[src/rtl/sa_pkg.sv]
// Shared types for the systolic-array controllers: FSM state encoding,
// default array dimension and the per-tile precision/sign configuration.
package sa_pkg;

  localparam int SA_ARRAY_SIZE = 8;

  typedef enum logic [2:0] {
    IDLE,
    LOAD_W,
    STREAM,
    DRAIN,
    DONE
  } sa_state_t;

  // Precision and signedness applied to a whole tile.
  typedef struct packed {
    logic [3:0] in_width;
    logic [3:0] weight_width;
    logic       s_in;
    logic       s_weight;
  } sa_cfg_t;

endpackage

[src/rtl/sa_valid_pipe.sv]
// DEPTH-stage 1-bit shift register with synchronous clear. Tracks which
// array outputs belong to an accepted input vector. DEPTH must be >= 1.
module sa_valid_pipe #(
  parameter int DEPTH = 1
) (
  input  logic clk,
  input  logic clr,
  input  logic din,
  output logic dout
);

  logic [DEPTH-1:0] pipe;

  // Shift din in at stage 0; clear drops every in-flight valid bit.
  always_ff @(posedge clk) begin
    if (clr) begin
      pipe <= '0;
    end else begin
      pipe[0] <= din;
      for (int i = 1; i < DEPTH; i++) begin
        pipe[i] <= pipe[i-1];
      end
    end
  end

  assign dout = pipe[DEPTH-1];

endmodule

[src/rtl/sa_tile_sequencer.sv]
// Tile sequencer for the systolic array: loads the weight bank row by row,
// latches the tile configuration, streams input vectors and flags the
// returning psums with out_valid.
// Optional feature: define SA_CTRL_PERF_EN to build the stall counter
// behind perf_bubbles; otherwise perf_bubbles is tied to zero.
module sa_tile_sequencer
  import sa_pkg::*;
#(
  parameter int ARRAY_SIZE = SA_ARRAY_SIZE,
  parameter int PIPE_LAT   = 1,
  parameter int CNT_W      = 16
) (
  input  logic                           clk,
  input  logic                           rst,
  input  logic                           start,
  input  logic [3:0]                     cfg_in_width,
  input  logic [3:0]                     cfg_weight_width,
  input  logic                           cfg_s_in,
  input  logic                           cfg_s_weight,
  input  logic [CNT_W-1:0]               cfg_num_vecs,
  input  logic                           w_row_valid,
  output logic                           w_row_ready,
  input  logic [ARRAY_SIZE*8-1:0]        w_row_data,
  input  logic                           in_valid,
  output logic                           in_ready,
  input  logic [ARRAY_SIZE*8-1:0]        in_data,
  output logic [ARRAY_SIZE*ARRAY_SIZE*8-1:0] sa_weights,
  output logic [ARRAY_SIZE*8-1:0]        sa_inputs,
  output logic [3:0]                     sa_in_width,
  output logic [3:0]                     sa_weight_width,
  output logic                           sa_s_in,
  output logic                           sa_s_weight,
  input  logic [ARRAY_SIZE*32-1:0]       sa_psums,
  output logic                           out_valid,
  output logic [ARRAY_SIZE*32-1:0]       out_psums,
  output logic                           busy,
  output logic                           done,
  output logic [31:0]                    perf_bubbles
);

  localparam int ROW_W  = ARRAY_SIZE * 8;
  localparam int RCNT_W = (ARRAY_SIZE > 1) ? $clog2(ARRAY_SIZE) : 1;
  localparam int DCNT_W = $clog2(PIPE_LAT + 2);
  localparam logic [RCNT_W-1:0] LAST_ROW = RCNT_W'(ARRAY_SIZE - 1);

  sa_state_t          state, next_state;
  sa_cfg_t            cfg_q;
  logic [CNT_W-1:0]   num_vecs;
  logic [RCNT_W-1:0]  row_cnt;
  logic [CNT_W-1:0]   vec_cnt;
  logic [DCNT_W-1:0]  drain_cnt;
  logic               in_vld_q;
  logic               start_acc;
  logic               w_fire;
  logic               in_fire;

  assign start_acc = (state == IDLE) && start;
  assign w_fire    = w_row_valid && w_row_ready;
  assign in_fire   = in_valid && in_ready;

  // State register; reset aborts any tile in flight.
  // NOTE: sequential state uses non-blocking (<=) so every flop samples
  // pre-edge values regardless of statement order.
  always_ff @(posedge clk) begin
    if (rst) state <= IDLE;
    else     state <= next_state;
  end

  // Next-state decode and per-state handshake/status outputs.
  // NOTE: every output gets a default first, so no path through the case
  // leaves a signal unassigned and no latch is inferred.
  always_comb begin
    next_state  = state;
    w_row_ready = 1'b0;
    in_ready    = 1'b0;
    busy        = 1'b0;
    done        = 1'b0;
    case (state)
      IDLE: begin
        if (start) next_state = LOAD_W;
      end
      LOAD_W: begin
        w_row_ready = 1'b1;
        busy        = 1'b1;
        if (w_row_valid && (row_cnt == LAST_ROW))
          next_state = (num_vecs == '0) ? DONE : STREAM;
      end
      STREAM: begin
        in_ready = 1'b1;
        busy     = 1'b1;
        if (in_valid && (vec_cnt == num_vecs - CNT_W'(1)))
          next_state = DRAIN;
      end
      DRAIN: begin
        busy = 1'b1;
        if (drain_cnt == '0) next_state = DONE;
      end
      DONE: begin
        done       = 1'b1;
        next_state = IDLE;
      end
      default: next_state = IDLE;
    endcase
  end

  // Row/vector counters (saturating at their terminal value) and the
  // drain down-counter, preloaded while outside DRAIN.
  always_ff @(posedge clk) begin
    if (rst) begin
      row_cnt   <= '0;
      vec_cnt   <= '0;
      drain_cnt <= '0;
    end else begin
      if (start_acc) begin
        row_cnt <= '0;
        vec_cnt <= '0;
      end else begin
        if (w_fire && (row_cnt != LAST_ROW))
          row_cnt <= row_cnt + RCNT_W'(1);
        if (in_fire && (vec_cnt != num_vecs - CNT_W'(1)))
          vec_cnt <= vec_cnt + CNT_W'(1);
      end
      if (state != DRAIN)        drain_cnt <= DCNT_W'(PIPE_LAT);
      else if (drain_cnt != '0)  drain_cnt <= drain_cnt - DCNT_W'(1);
    end
  end

  // Tile configuration, captured only on an accepted start.
  always_ff @(posedge clk) begin
    if (rst) begin
      cfg_q    <= '0;
      num_vecs <= '0;
    end else if (start_acc) begin
      cfg_q    <= '{in_width: cfg_in_width, weight_width: cfg_weight_width,
                    s_in: cfg_s_in, s_weight: cfg_s_weight};
      num_vecs <= cfg_num_vecs;
    end
  end

  // Weight bank: one row written per LOAD_W handshake.
  // NOTE: the bank is a flop array with reset on purpose -- a reset must
  // leave the array seeing all-zero weights, not stale tile data.
  always_ff @(posedge clk) begin
    if (rst)         sa_weights <= '0;
    else if (w_fire) sa_weights[int'(row_cnt)*ROW_W +: ROW_W] <= w_row_data;
  end

  // Input register and its valid bit; bubbles drive zeros into the array.
  always_ff @(posedge clk) begin
    if (rst) begin
      sa_inputs <= '0;
      in_vld_q  <= 1'b0;
    end else if (in_fire) begin
      sa_inputs <= in_data;
      in_vld_q  <= 1'b1;
    end else begin
      sa_inputs <= '0;
      in_vld_q  <= 1'b0;
    end
  end

  sa_valid_pipe #(
    .DEPTH (PIPE_LAT)
  ) u_valid_pipe (
    .clk  (clk),
    .clr  (rst),
    .din  (in_vld_q),
    .dout (out_valid)
  );

  assign sa_in_width     = cfg_q.in_width;
  assign sa_weight_width = cfg_q.weight_width;
  assign sa_s_in         = cfg_q.s_in;
  assign sa_s_weight     = cfg_q.s_weight;
  assign out_psums       = sa_psums;

`ifdef SA_CTRL_PERF_EN
  // Stall counter: STREAM cycles without an offered vector, saturating.
  always_ff @(posedge clk) begin
    if (rst || start_acc)
      perf_bubbles <= '0;
    else if ((state == STREAM) && !in_valid && (perf_bubbles != '1))
      perf_bubbles <= perf_bubbles + 32'd1;
  end
`else
  assign perf_bubbles = '0;
`endif

endmodule

[config.mk]
export PLATFORM = sky130hd
export DESIGN_NAME = sa_tile_sequencer
export DESIGN_NICKNAME = d
export VERILOG_FILES = /design/src/rtl/sa_pkg.sv /design/src/rtl/sa_valid_pipe.sv /design/src/rtl/sa_tile_sequencer.sv
export SDC_FILE = /design/constraint.sdc
export NUM_CORES = 1
export LEC_CHECK = 0
export CAP_MARGIN = 10
export CELL_PAD_IN_SITES_DETAIL_PLACEMENT = 1
export CELL_PAD_IN_SITES_GLOBAL_PLACEMENT = 2
export CORE_AREA = 2 2 505 507
export CTS_CLUSTER_SIZE = 20
export DETAILED_ROUTE_END_ITERATION = 8
export DIE_AREA = 0 0 507 509
export PLACE_DENSITY = 0.54
export SETUP_SLACK_MARGIN = 0.05
export SYNTH_ARGS = -nofsm -noshare
export SYNTH_HDL_FRONTEND = slang
export SYNTH_SLANG_ARGS = --single-unit
export TNS_END_PERCENT = 100
[constraint.sdc]
create_clock -name clk -period 2.4 [get_ports clk]
set_input_delay 0.72 -clock clk [delete_from_list [all_inputs] [get_ports clk]]
set_output_delay 0.72 -clock clk [all_outputs]
set_load 0.01 [all_outputs]
==> run metrics, run 1 <==
worst path bufs/invs 2; Multi-input gate area 9650 um2; switching part of the total 0.265; Core Rows 185; worst slack, placed -669 ps; Die Y 509 um; Non-Filler Instances 7157; most frequent cell on the critical path or3_4; post-synthesis area per instance 7.99 um2; Post-Syn Area 24900 um2; design area 39200 um2; largest net degree at the start of global routing 100; endpoint class of the critical path flip-flop; final worst setup slack -127 ps; Critical Path Stages 9; I/O pins 1294; Routability Congestion 0.837; first-pass GRT wire length 214000 um; GRT Util Overall 0.120; WHS Path Cells 2; Syn Inst Count 3116; die footprint 258000 um2; share of flip-flops with an asynchronous set or reset 0; post-synth top area share 0.505; vias in the first global route 24600; routed vias 24000; endpoints failing hold 0; share of cells above drive strength 1 0.132; CP required 3010 ps; Initial Utilization 0.0985; combinational share of power 0.069; CP Launch Type flip-flop; EDFF count, synth 0; Reg clk slew, reported paths 60 ps; top-count cell post-synth nand2_1; fin util 0.155; Synth area leaders dfxtp_1 (50%), a21oi_1 (11%), nand2_1 (10%); # setup viols final 17; gr ovfl total 0; Yosys top cell by area dfxtp_1; Total Power 26.0 mW; CP Cell Sequence or3_4 > or3_4 > a2111oi_4 > o2111ai_2 > nor4_4 > buf_6 > clkbuf_16 > or3_1 > a21oi_1; CP max FO 15; Filler cells 30000; post-DP HPWL 123000 um; Syn. warnings 0; part of the power in registers 0.405; Cell Area, Placed 36100 um2; clock buffer count from CTS 85; post-synthesis register bit count 628; register area 12600 um2; Seq/Total Area, Yosys 0.505; Yosys cell types 53; port bufs 749; worst min-delay path class in -> reg; Final ANT Viol Nets 0; DP Cell Count 6958; Vias/cell 3.35; Final Slew Violations 0; internal power 19.1 mW; drt wl/cell 22.8 um; worst-skew pair later-pin latency 720 ps; Max Buffers Root-to-Sink 3; status finished with violations; CP top delay family simple AND/OR/NAND/NOR gates; VDD IR-drop max 0.000471 V; Slew @ Worst Pin 703 ps; post-layout min period 2530 ps; core footprint 253000 um2; area growth from synthesis to layout 57.4%; Leakage Power 15.6 nW; worst path arrival time 3130 ps; drt first pass iters 4; drt initial violations 1170; Psw 6.90 mW; clock root buffer master clkbuf_16; Net count, final 4130; Post-synth top flop dfxtp_1; Die Wd 507 um; top cells by count, synth nand2_1 (675), dfxtp_1 (628), a21oi_1 (556); fmax 396 MHz; RSZ-0062 raised after global routing true; Clk pwr share 0.526; violated checks negative setup slack; final period utilization 1.05; Slew Limit Headroom 0.531; H-tree depth 3; DRT Wirelength 163000 um; clock skew 50.3 ps; Max Cap Viol 0; CTS tree yes; Residual DRC 0; Power Dens Cells 664 nW/um2; clk sinks 628; slowest CP cell or3_4; Crit Path Class reg -> reg; antenna violations before repair 26; Worst R2R Path Depth 9; CP peak stage delay 400 ps
-- layer usage --
metal / GRT usage / wire length, um
met5: 0.00537 / 278
met4: 0.0541 / 6920
met3: 0.0518 / 16900
met2: 0.186 / 71600
met1: 0.142 / 67100
-- cells by family after synthesis --
logic type,synth area share
AND/OR/NAND/NOR,0.231
flip-flops,0.505
other,0.000151
adder cells (fa/ha/maj),0.00352
XOR/XNOR,0.00739
AO/OA/AOI/OAI,0.123
multiplexers,0.00201
buffers and inverters,0.128
-- path summary, 6_finish.rpt --
kind,start,to,slack [ps]
min reg2reg,in_vld_q$_SDFF_PP0_,u_valid_pipe.dout$_SDFF_PP0_,440
max,num_vecs[2]$_SDFFE_PP0P_,vec_cnt[0]$_SDFFE_PP0P_,-130
max reg2reg,num_vecs[2]$_SDFFE_PP0P_,vec_cnt[0]$_SDFFE_PP0P_,-130
min,rst,sa_in_width[1]$_SDFFE_PP0P_,370
-- stage by stage --
step           TNS (ps)  hold slack (ps)
2_1_floorplan    -13290              414
3_3_place_gp     -88080              420
3_5_place_dp    -101180              428
4_1_cts           -1470              333
5_1_grt           -3520              346
6_report          -1720              373
-- area by class of cell --
| cell class | count | area share |
|---|---|---|
| Inverter | 10 | 0.000958 |
| Timing Repair Buffer | 1006 | 0.247 |
| Antenna cell | 16 | 0.00102 |
| Sequential cell | 628 | 0.321 |
| Clock inverter | 39 | 0.0144 |
| Tap cell | 3366 | 0.107 |
| Multi-Input combinational cell | 1977 | 0.246 |
| Clock buffer | 115 | 0.0610 |
-- worst register-to-register path: stages (launching register included) --
cell and delay (ps):
dfxtp_4 360, or3_4 390, or3_4 400, a2111oi_4 390, o2111ai_2 180, nor4_4 180, buf_6 170, clkbuf_16 170
or3_1 120, a21oi_1 60
-- timing repair --
item / 4_1_cts / 5_1_grt
hold buffers: 0 / 0
endpoints found under the hold margin: 0 / 0
gates resized for setup: 642 / 57
pin swaps: 4 / 14
buffers inserted: 8 / 11
cloned: 0 / 10
endpoints found under the setup margin: 797 / 141
-- flip-flops by register name (all words and copies together) (netlist names), 2 cells and up --
| signal | count |
|---|---|
| row_cnt | 3 |
| sa_inputs | 64 |
| vec_cnt | 16 |
| sa_weight_width | 4 |
| sa_weights | 512 |
| num_vecs | 16 |
| state | 3 |
| sa_in_width | 4 |
| drain_cnt | 2 |
-- cells in the final DEF (no fill, tap or decap), types with 18 or more instances in the layout --
cell type / netlist / final
nand2_1: 675 / 669
dfxtp_1: 628 / 617
dlygate4sd2_1: 0 / 561
a21oi_1: 556 / 549
nor2_1: 235 / 225
nand3_1: 217 / 214
buf_4: 306 / 184
clkdlybuf4s50_1: 0 / 157
clkbuf_16: 0 / 95
and2_1: 67 / 65
buf_12: 0 / 57
conb_1: 1 / 32
nand3b_1: 24 / 24
nor3_1: 22 / 19
nor2b_1: 19 / 18
-- power groups by stage --
stage          clock network [mW]  registers [mW]  logic (mW)
2_1_floorplan                   0            10.8        1.05
3_3_place_gp                    0            10.8        1.83
3_5_place_dp                    0            10.8        1.84
4_1_cts                      14.4            10.6        1.83
5_1_grt                      14.7            10.6        1.95
6_report                     13.7            10.6        1.80
(Power assumes the default switching activity.)
==> run 2, diff against run 1 <==
--- a/config.mk
+++ b/config.mk
@@ -9,11 +9,13 @@
 export CELL_PAD_IN_SITES_DETAIL_PLACEMENT = 1
 export CELL_PAD_IN_SITES_GLOBAL_PLACEMENT = 2
 export CORE_AREA = 2 2 505 507
+export CTS_CLUSTER_DIAMETER = 200
 export CTS_CLUSTER_SIZE = 20
 export DETAILED_ROUTE_END_ITERATION = 8
 export DIE_AREA = 0 0 507 509
 export PLACE_DENSITY = 0.54
 export SETUP_SLACK_MARGIN = 0.05
+export SKIP_CTS_REPAIR_TIMING = 1
 export SYNTH_ARGS = -nofsm -noshare
 export SYNTH_HDL_FRONTEND = slang
 export SYNTH_SLANG_ARGS = --single-unit
==> run metrics, run 2 (synthesis results as in run 1) <==
die footprint 258000 um2 (unchanged); final period utilization 1.08 (was 1.05); area growth from synthesis to layout 56.3% (was 57.4%); clock buffer count from CTS 38 (was 85); # setup viols final 17 (unchanged); clock skew 40.7 ps (was 50.3 ps); Power Dens Cells 501 nW/um2 (was 664 nW/um2); drt wl/cell 22.8 um (about the same); endpoints failing hold 0 (unchanged); Core Rows 185 (unchanged); most frequent cells in the layout nand2_1 (670), dfxtp_1 (609), a21oi_1 (553), dlymetal6s2s_1 (475), clkdlybuf4s50_1 (257) (was nand2_1 (669), dfxtp_1 (617), dlygate4sd2_1 (561), a21oi_1 (549), nor2_1 (225)); Crit Path Class reg -> reg (unchanged); violated checks negative setup slack (unchanged); combinational share of power 0.092 (was 0.069); CTS tree yes (unchanged); Die Wd 507 um (unchanged); Initial Utilization 0.0985 (unchanged); Routability Congestion 0.837 (unchanged); antenna violations before repair 29 (was 26); Max Cap Viol 0 (unchanged); routed vias 23600 (was 24000); internal power 14.1 mW (was 19.1 mW); share of cells above drive strength 1 0.105 (was 0.132); CP Launch Type flip-flop (unchanged); post-layout min period 2590 ps (was 2530 ps); Largest regs sa_weights: 512 flops, sa_inputs: 64 flops (unchanged); Reg clk slew, reported paths 100 ps (was 60 ps); Final Slew Violations 0 (unchanged); Leakage Power 20.8 nW (was 15.6 nW); drt first pass iters 4 (unchanged); VDD IR-drop max 0.000444 V (was 0.000471 V); part of the power in registers 0.540 (was 0.405); final hold slack 444 ps (was 373 ps); Psw 5.38 mW (was 6.90 mW); Die Y 509 um (unchanged); Final ANT Viol Nets 0 (unchanged); commonest non-fill, non-tap cell in the layout nand2_1 (unchanged); Vias/cell 3.35 (about the same); Max Buffers Root-to-Sink 3 (unchanged); drt initial violations 1109 (was 1170); H-tree depth 2 (was 3); endpoint class of the critical path flip-flop (unchanged); I/O pins 1294 (unchanged); Net count, final 4072 (was 4130); GRT Util Overall 0.117 (was 0.120); RSZ-0062 raised after global routing true (unchanged); largest reg by FF count sa_weights (unchanged); fin util 0.154 (was 0.155); Slew @ Worst Pin 609 ps (was 703 ps); final worst setup slack -188 ps (was -127 ps); worst min-delay path class reg -> reg (was in -> reg); core footprint 253000 um2 (unchanged); first-pass GRT wire length 211000 um (was 214000 um); status finished with violations (unchanged); Slew Limit Headroom 0.593 (was 0.531); CP required 2900 ps (was 3010 ps); CP max FO 8 (was 15); Largest register FFs 512 (unchanged); port bufs 749 (unchanged); clock root buffer master clkbuf_16 (unchanged); worst slack, placed -669 ps (unchanged); post-DP HPWL 123000 um (unchanged); vias in the first global route 24000 (was 24600); fmax 386 MHz (was 396 MHz); worst-skew pair later-pin latency 680 ps (was 720 ps); clk sinks 628 (unchanged); largest net degree at the start of global routing 100 (unchanged); gr ovfl total 0 (unchanged); Clk pwr share 0.368 (was 0.526); switching part of the total 0.276 (was 0.265); worst path arrival time 3090 ps (was 3130 ps); DRT Wirelength 160000 um (was 163000 um); Residual DRC 0 (unchanged)
## run 2: critical path, cell delays in order, from the launching register on
cell       delay [ps]
dfxtp_4           370
or3_4             380
or3_4             400
a2111oi_4         350
o2111ai_2         200
nor4_4            250
buf_6             170
buf_12            140
nor4b_2            50
mux2i_1           120
## run 2: per-layer routing
layer	up-vias	track usage	wire (um)
met3	242	0.0488	15400
met5	-	0.00537	291
met4	18	0.0431	5980
li1	10900	-	-
met2	867	0.185	71100
met1	11500	0.142	67500
## run 2: area by class of cell
class | instances | area [um2]
flip-flops and latches | 628 | 12600
multi-input cells | 1977 | 9580
inverters | 10 | 37.5
clock inverters | 6 | 71.3
diodes | 22 | 55.1
clock buffers | 39 | 965
repair buffers | 995 | 11400
fillers | 29800 | 214000
well taps | 3366 | 4210
## run 2: power by group through the flow
stage                     Clock (mW)  Combinational (mW)  Sequential, mW
final                           7.17                1.79            10.5
after global routing            7.95                1.95            10.6
after CTS                       7.66                1.85            10.5
after detailed placement           0                1.84            10.8
after global placement             0                1.83            10.8
after floorplan                    0                1.05            10.8
## run 2: final timing paths
kind | to | slack (ps) | start | cells after the start
worst max-delay path | vec_cnt[10]$_SDFFE_PP0P_ | -190 | num_vecs[2]$_SDFFE_PP0P_ | 9
worst min-delay path | u_valid_pipe.dout$_SDFF_PP0_ | 440 | in_vld_q$_SDFF_PP0_ | 1
worst max register to register | vec_cnt[10]$_SDFFE_PP0P_ | -190 | num_vecs[2]$_SDFFE_PP0P_ | 9
worst min register to register | u_valid_pipe.dout$_SDFF_PP0_ | 440 | in_vld_q$_SDFF_PP0_ | 1
## run 2: per-stage QoR
stage / instances / instance area, um2 / TNS (ps) / total power [mW]
floorplan: 3147 / 25000 / -13290 / 11.9
global placement: 6958 / 36100 / -88080 / 12.6
detailed placement: 6958 / 36100 / -101180 / 12.6
CTS: 7003 / 37200 / -17850 / 20.1
global route: 7022 / 38900 / -4280 / 20.5
finish: 7043 / 38900 / -2820 / 19.5
==> run 3, diff against run 2 <==
--- a/config.mk
+++ b/config.mk
@@ -5,18 +5,20 @@
 export SDC_FILE = /design/constraint.sdc
 export NUM_CORES = 1
 export LEC_CHECK = 0
+export ABC_CLOCK_PERIOD_IN_PS = 2400
 export CAP_MARGIN = 10
 export CELL_PAD_IN_SITES_DETAIL_PLACEMENT = 1
 export CELL_PAD_IN_SITES_GLOBAL_PLACEMENT = 2
-export CORE_AREA = 2 2 505 507
+export CORE_AREA = 2 2 509 511
 export CTS_CLUSTER_DIAMETER = 200
 export CTS_CLUSTER_SIZE = 20
 export DETAILED_ROUTE_END_ITERATION = 8
-export DIE_AREA = 0 0 507 509
+export DIE_AREA = 0 0 511 513
 export PLACE_DENSITY = 0.54
 export SETUP_SLACK_MARGIN = 0.05
 export SKIP_CTS_REPAIR_TIMING = 1
 export SYNTH_ARGS = -nofsm -noshare
 export SYNTH_HDL_FRONTEND = slang
+export SYNTH_HIERARCHICAL = 1
 export SYNTH_SLANG_ARGS = --single-unit
 export TNS_END_PERCENT = 100
==> run metrics, run 3 <==
share of flip-flops with an asynchronous set or reset 0 (unchanged); Non-Filler Instances 7105 (was 7043); fin util 0.157 (was 0.154); clock skew 25.4 ps (was 40.7 ps); CP max FO 6 (was 8); top layer in use met5 (unchanged); clk sinks 628 (unchanged); Net count, final 4122 (was 4072); Largest regs sa_weights: 512 flops, sa_inputs: 64 flops (unchanged); share of cells above drive strength 1 0.117 (was 0.105); Seq/Total Area, Yosys 0.496 (was 0.505); endpoint class of the critical path flip-flop (unchanged); Yosys cell types 52 (was 53); CP peak stage delay 400 ps (about the same); Die Y 513 um (was 509 um); Synth area leaders dfxtp_1 (50%), nand2_1 (12%), a21oi_1 (11%) (was dfxtp_1 (50%), a21oi_1 (11%), nand2_1 (10%)); clock root buffer master clkbuf_16 (unchanged); drt wl/cell 23.0 um (was 22.8 um); fmax 386 MHz (about the same); Largest register FFs 512 (unchanged); final hold slack 365 ps (was 444 ps); Routability Congestion 0.723 (was 0.837); CP Cell Sequence nor4_4 > buf_4 > nand3_4 > mux2_4 > mux2i_4 > a31oi_4 > nor4_4 > buf_4 > clkbuf_16 > o311ai_1 > o41ai_2 (was or3_4 > or3_4 > a2111oi_4 > o2111ai_2 > nor4_4 > buf_6 > buf_12 > nor4b_2 > mux2i_1); RSZ-0062 raised after global routing true (unchanged); Yosys top cell by area dfxtp_1 (unchanged); Reg clk slew, reported paths 90 ps (was 100 ps); I/O pins 1294 (unchanged); Slew @ Worst Pin 781 ps (was 609 ps); Cell Area, Placed 36800 um2 (was 36100 um2); Syn. warnings 6 (was 0); clock buffer count from CTS 40 (was 38); RR Startpoint num_vecs[2]$_SDFFE_PP0P_ (unchanged); worst slack, placed -577 ps (was -669 ps); port bufs 749 (unchanged); Post-synth top flop dfxtp_1 (unchanged); Power Dens Cells 508 nW/um2 (was 501 nW/um2); register area 12600 um2 (about the same); largest reg by FF count sa_weights (unchanged); slowest CP cell nor4_4 (was or3_4); Core Rows 186 (was 185); wl on met1 68900 um (was 67500 um); EDFF count, synth 0 (unchanged); Residual DRC 0 (unchanged); hold path startpoint rst (was in_vld_q$_SDFF_PP0_); FF-to-FF setup slack -190 ps (about the same); met2 WL 77300 um (was 71100 um); endpoints failing hold 0 (unchanged); first-pass GRT wire length 216000 um (was 211000 um); CP required 2970 ps (was 2900 ps); worst-skew pair later-pin latency 670 ps (was 680 ps); DRT Wirelength 164000 um (was 160000 um); post-synthesis area per instance 8.01 um2 (was 7.99 um2); Syn Inst Count 3164 (was 3116); DP Cell Count 7012 (was 6958); Vias/cell 3.39 (was 3.35); Die Wd 511 um (was 507 um); post-DP HPWL 122000 um (was 123000 um); CP top delay family simple AND/OR/NAND/NOR gates (unchanged); H-tree depth 2 (unchanged); antenna violations before repair 24 (was 29); Initial Utilization 0.0989 (was 0.0985); largest net degree at the start of global routing 105 (was 100); vias in the first global route 24800 (was 24000); Multi-input gate area 9960 um2 (was 9580 um2); met3 wire len 12300 um (was 15400 um); drt first pass iters 5 (was 4); top-count cell post-synth nand2_1 (unchanged); Max Buffers Root-to-Sink 3 (unchanged); Max Cap Viol 0 (unchanged); post-layout min period 2590 ps (about the same); most frequent cells in the layout nand2_1 (772), dfxtp_1 (611), a21oi_1 (541), dlymetal6s2s_1 (518), nand3_1 (269) (was nand2_1 (670), dfxtp_1 (609), a21oi_1 (553), dlymetal6s2s_1 (475), clkdlybuf4s50_1 (257)); Filler cells 30100 (was 29800); worst path arrival time 3160 ps (was 3090 ps); top cells by count, synth nand2_1 (777), dfxtp_1 (628), a21oi_1 (546) (was nand2_1 (675), dfxtp_1 (628), a21oi_1 (556)); Hold Path Sink sa_weights[449]$_SDFFE_PP0P_ (was u_valid_pipe.dout$_SDFF_PP0_); drt initial violations 1035 (was 1109); status finished with violations (unchanged); core footprint 256000 um2 (was 253000 um2); design area 40200 um2 (was 38900 um2); Leakage Power 21.9 nW (was 20.8 nW); final period utilization 1.08 (about the same); final worst setup slack -188 ps (about the same); Final ANT Viol Nets 0 (unchanged); GRT Util Overall 0.118 (was 0.117); Slew Limit Headroom 0.479 (was 0.593); Crit Path Class reg -> reg (unchanged); Final Slew Violations 0 (unchanged); CTS tree yes (unchanged); worst min-delay path class in -> reg (was reg -> reg); Worst R2R Path Depth 11 (was 9); VDD IR-drop max 0.000432 V (was 0.000444 V); RR Endpoint vec_cnt[4]$_SDFFE_PP0P_ (was vec_cnt[10]$_SDFFE_PP0P_); routed vias 24100 (was 23600); post-synthesis register bit count 628 (unchanged); post-synth top area share 0.496 (was 0.505); Post-Syn Area 25300 um2 (was 24900 um2); die footprint 262000 um2 (was 258000 um2); WHS Path Cells 2 (was 1); CP Launch Type flip-flop (unchanged); commonest non-fill, non-tap cell in the layout nand2_1 (unchanged); violated checks negative setup slack (unchanged); # setup viols final 15 (was 17); area growth from synthesis to layout 58.6% (was 56.3%); gr ovfl total 0 (unchanged); worst path bufs/invs 3 (was 2)
-- run 3: worst max path at each step --
stage | end | start | cells past startpoint
after floorplan | sa_weights[427]$_SDFFE_PP0P_ | row_cnt[0]$_SDFFE_PP0P_ | 9
after global placement | sa_weights[385]$_SDFFE_PP0P_ | w_row_valid | 8
after detailed placement | sa_weights[431]$_SDFFE_PP0P_ | w_row_valid | 8
after CTS | in_ready | state[1]$_SDFFE_PP0P_ | 5
after global routing | vec_cnt[4]$_SDFFE_PP0P_ | num_vecs[2]$_SDFFE_PP0P_ | 11
final | vec_cnt[4]$_SDFFE_PP0P_ | num_vecs[2]$_SDFFE_PP0P_ | 11
-- run 3: final cells by class --
class | count | area share
multi-input cells | 1991 | 0.248
clock inverters | 10 | 0.00405
inverters | 11 | 0.00103
well taps | 3384 | 0.105
clock buffers | 41 | 0.0255
repair buffers | 1028 | 0.302
diodes | 12 | 0.000747
flip-flops and latches | 628 | 0.314
-- run 3: cell families after synthesis --
family	Yosys count	share of synthesized area
compound gates	575	0.116
xor+xnor	25	0.00864
fa+ha+maj	7	0.00346
buf+inv	576	0.134
flops	628	0.496
mux	13	0.00519
other cells	1	0.000148
simple gates	1339	0.237
-- run 3: stage by stage --
step	total power [mW]	TNS [ps]
finish	20.4	-1730
global route	21.4	-3630
CTS	21.1	-22800
detailed placement	12.9	-130820
global placement	12.8	-122320
floorplan	12.0	0
-- run 3: worst register-to-register path, delay by kind of cell (launching register included) --
family | cells | cell delay [ps]
AOI/OAI and AO/OA | 3 | 340
buffers and inverters | 3 | 550
DFF | 1 | 340
muxes | 2 | 500
and+or+nand+nor | 3 | 760
-- run 3: per-layer routing --
metal | up-vias | GRT usage
li1 | 11200 | -
met1 | 11800 | 0.141
met2 | 814 | 0.199
met3 | 240 | 0.0363
met4 | 8 | 0.0381
met5 | - | 0.00274
-- run 3: where the power goes --
| part | internal, mW | switching [mW] |
|---|---|---|
| logic | 0.792 | 1.25 |
| registers | 10.5 | 0.0458 |
| clock network | 3.37 | 4.47 |
| total | 14.6 | 5.76 |
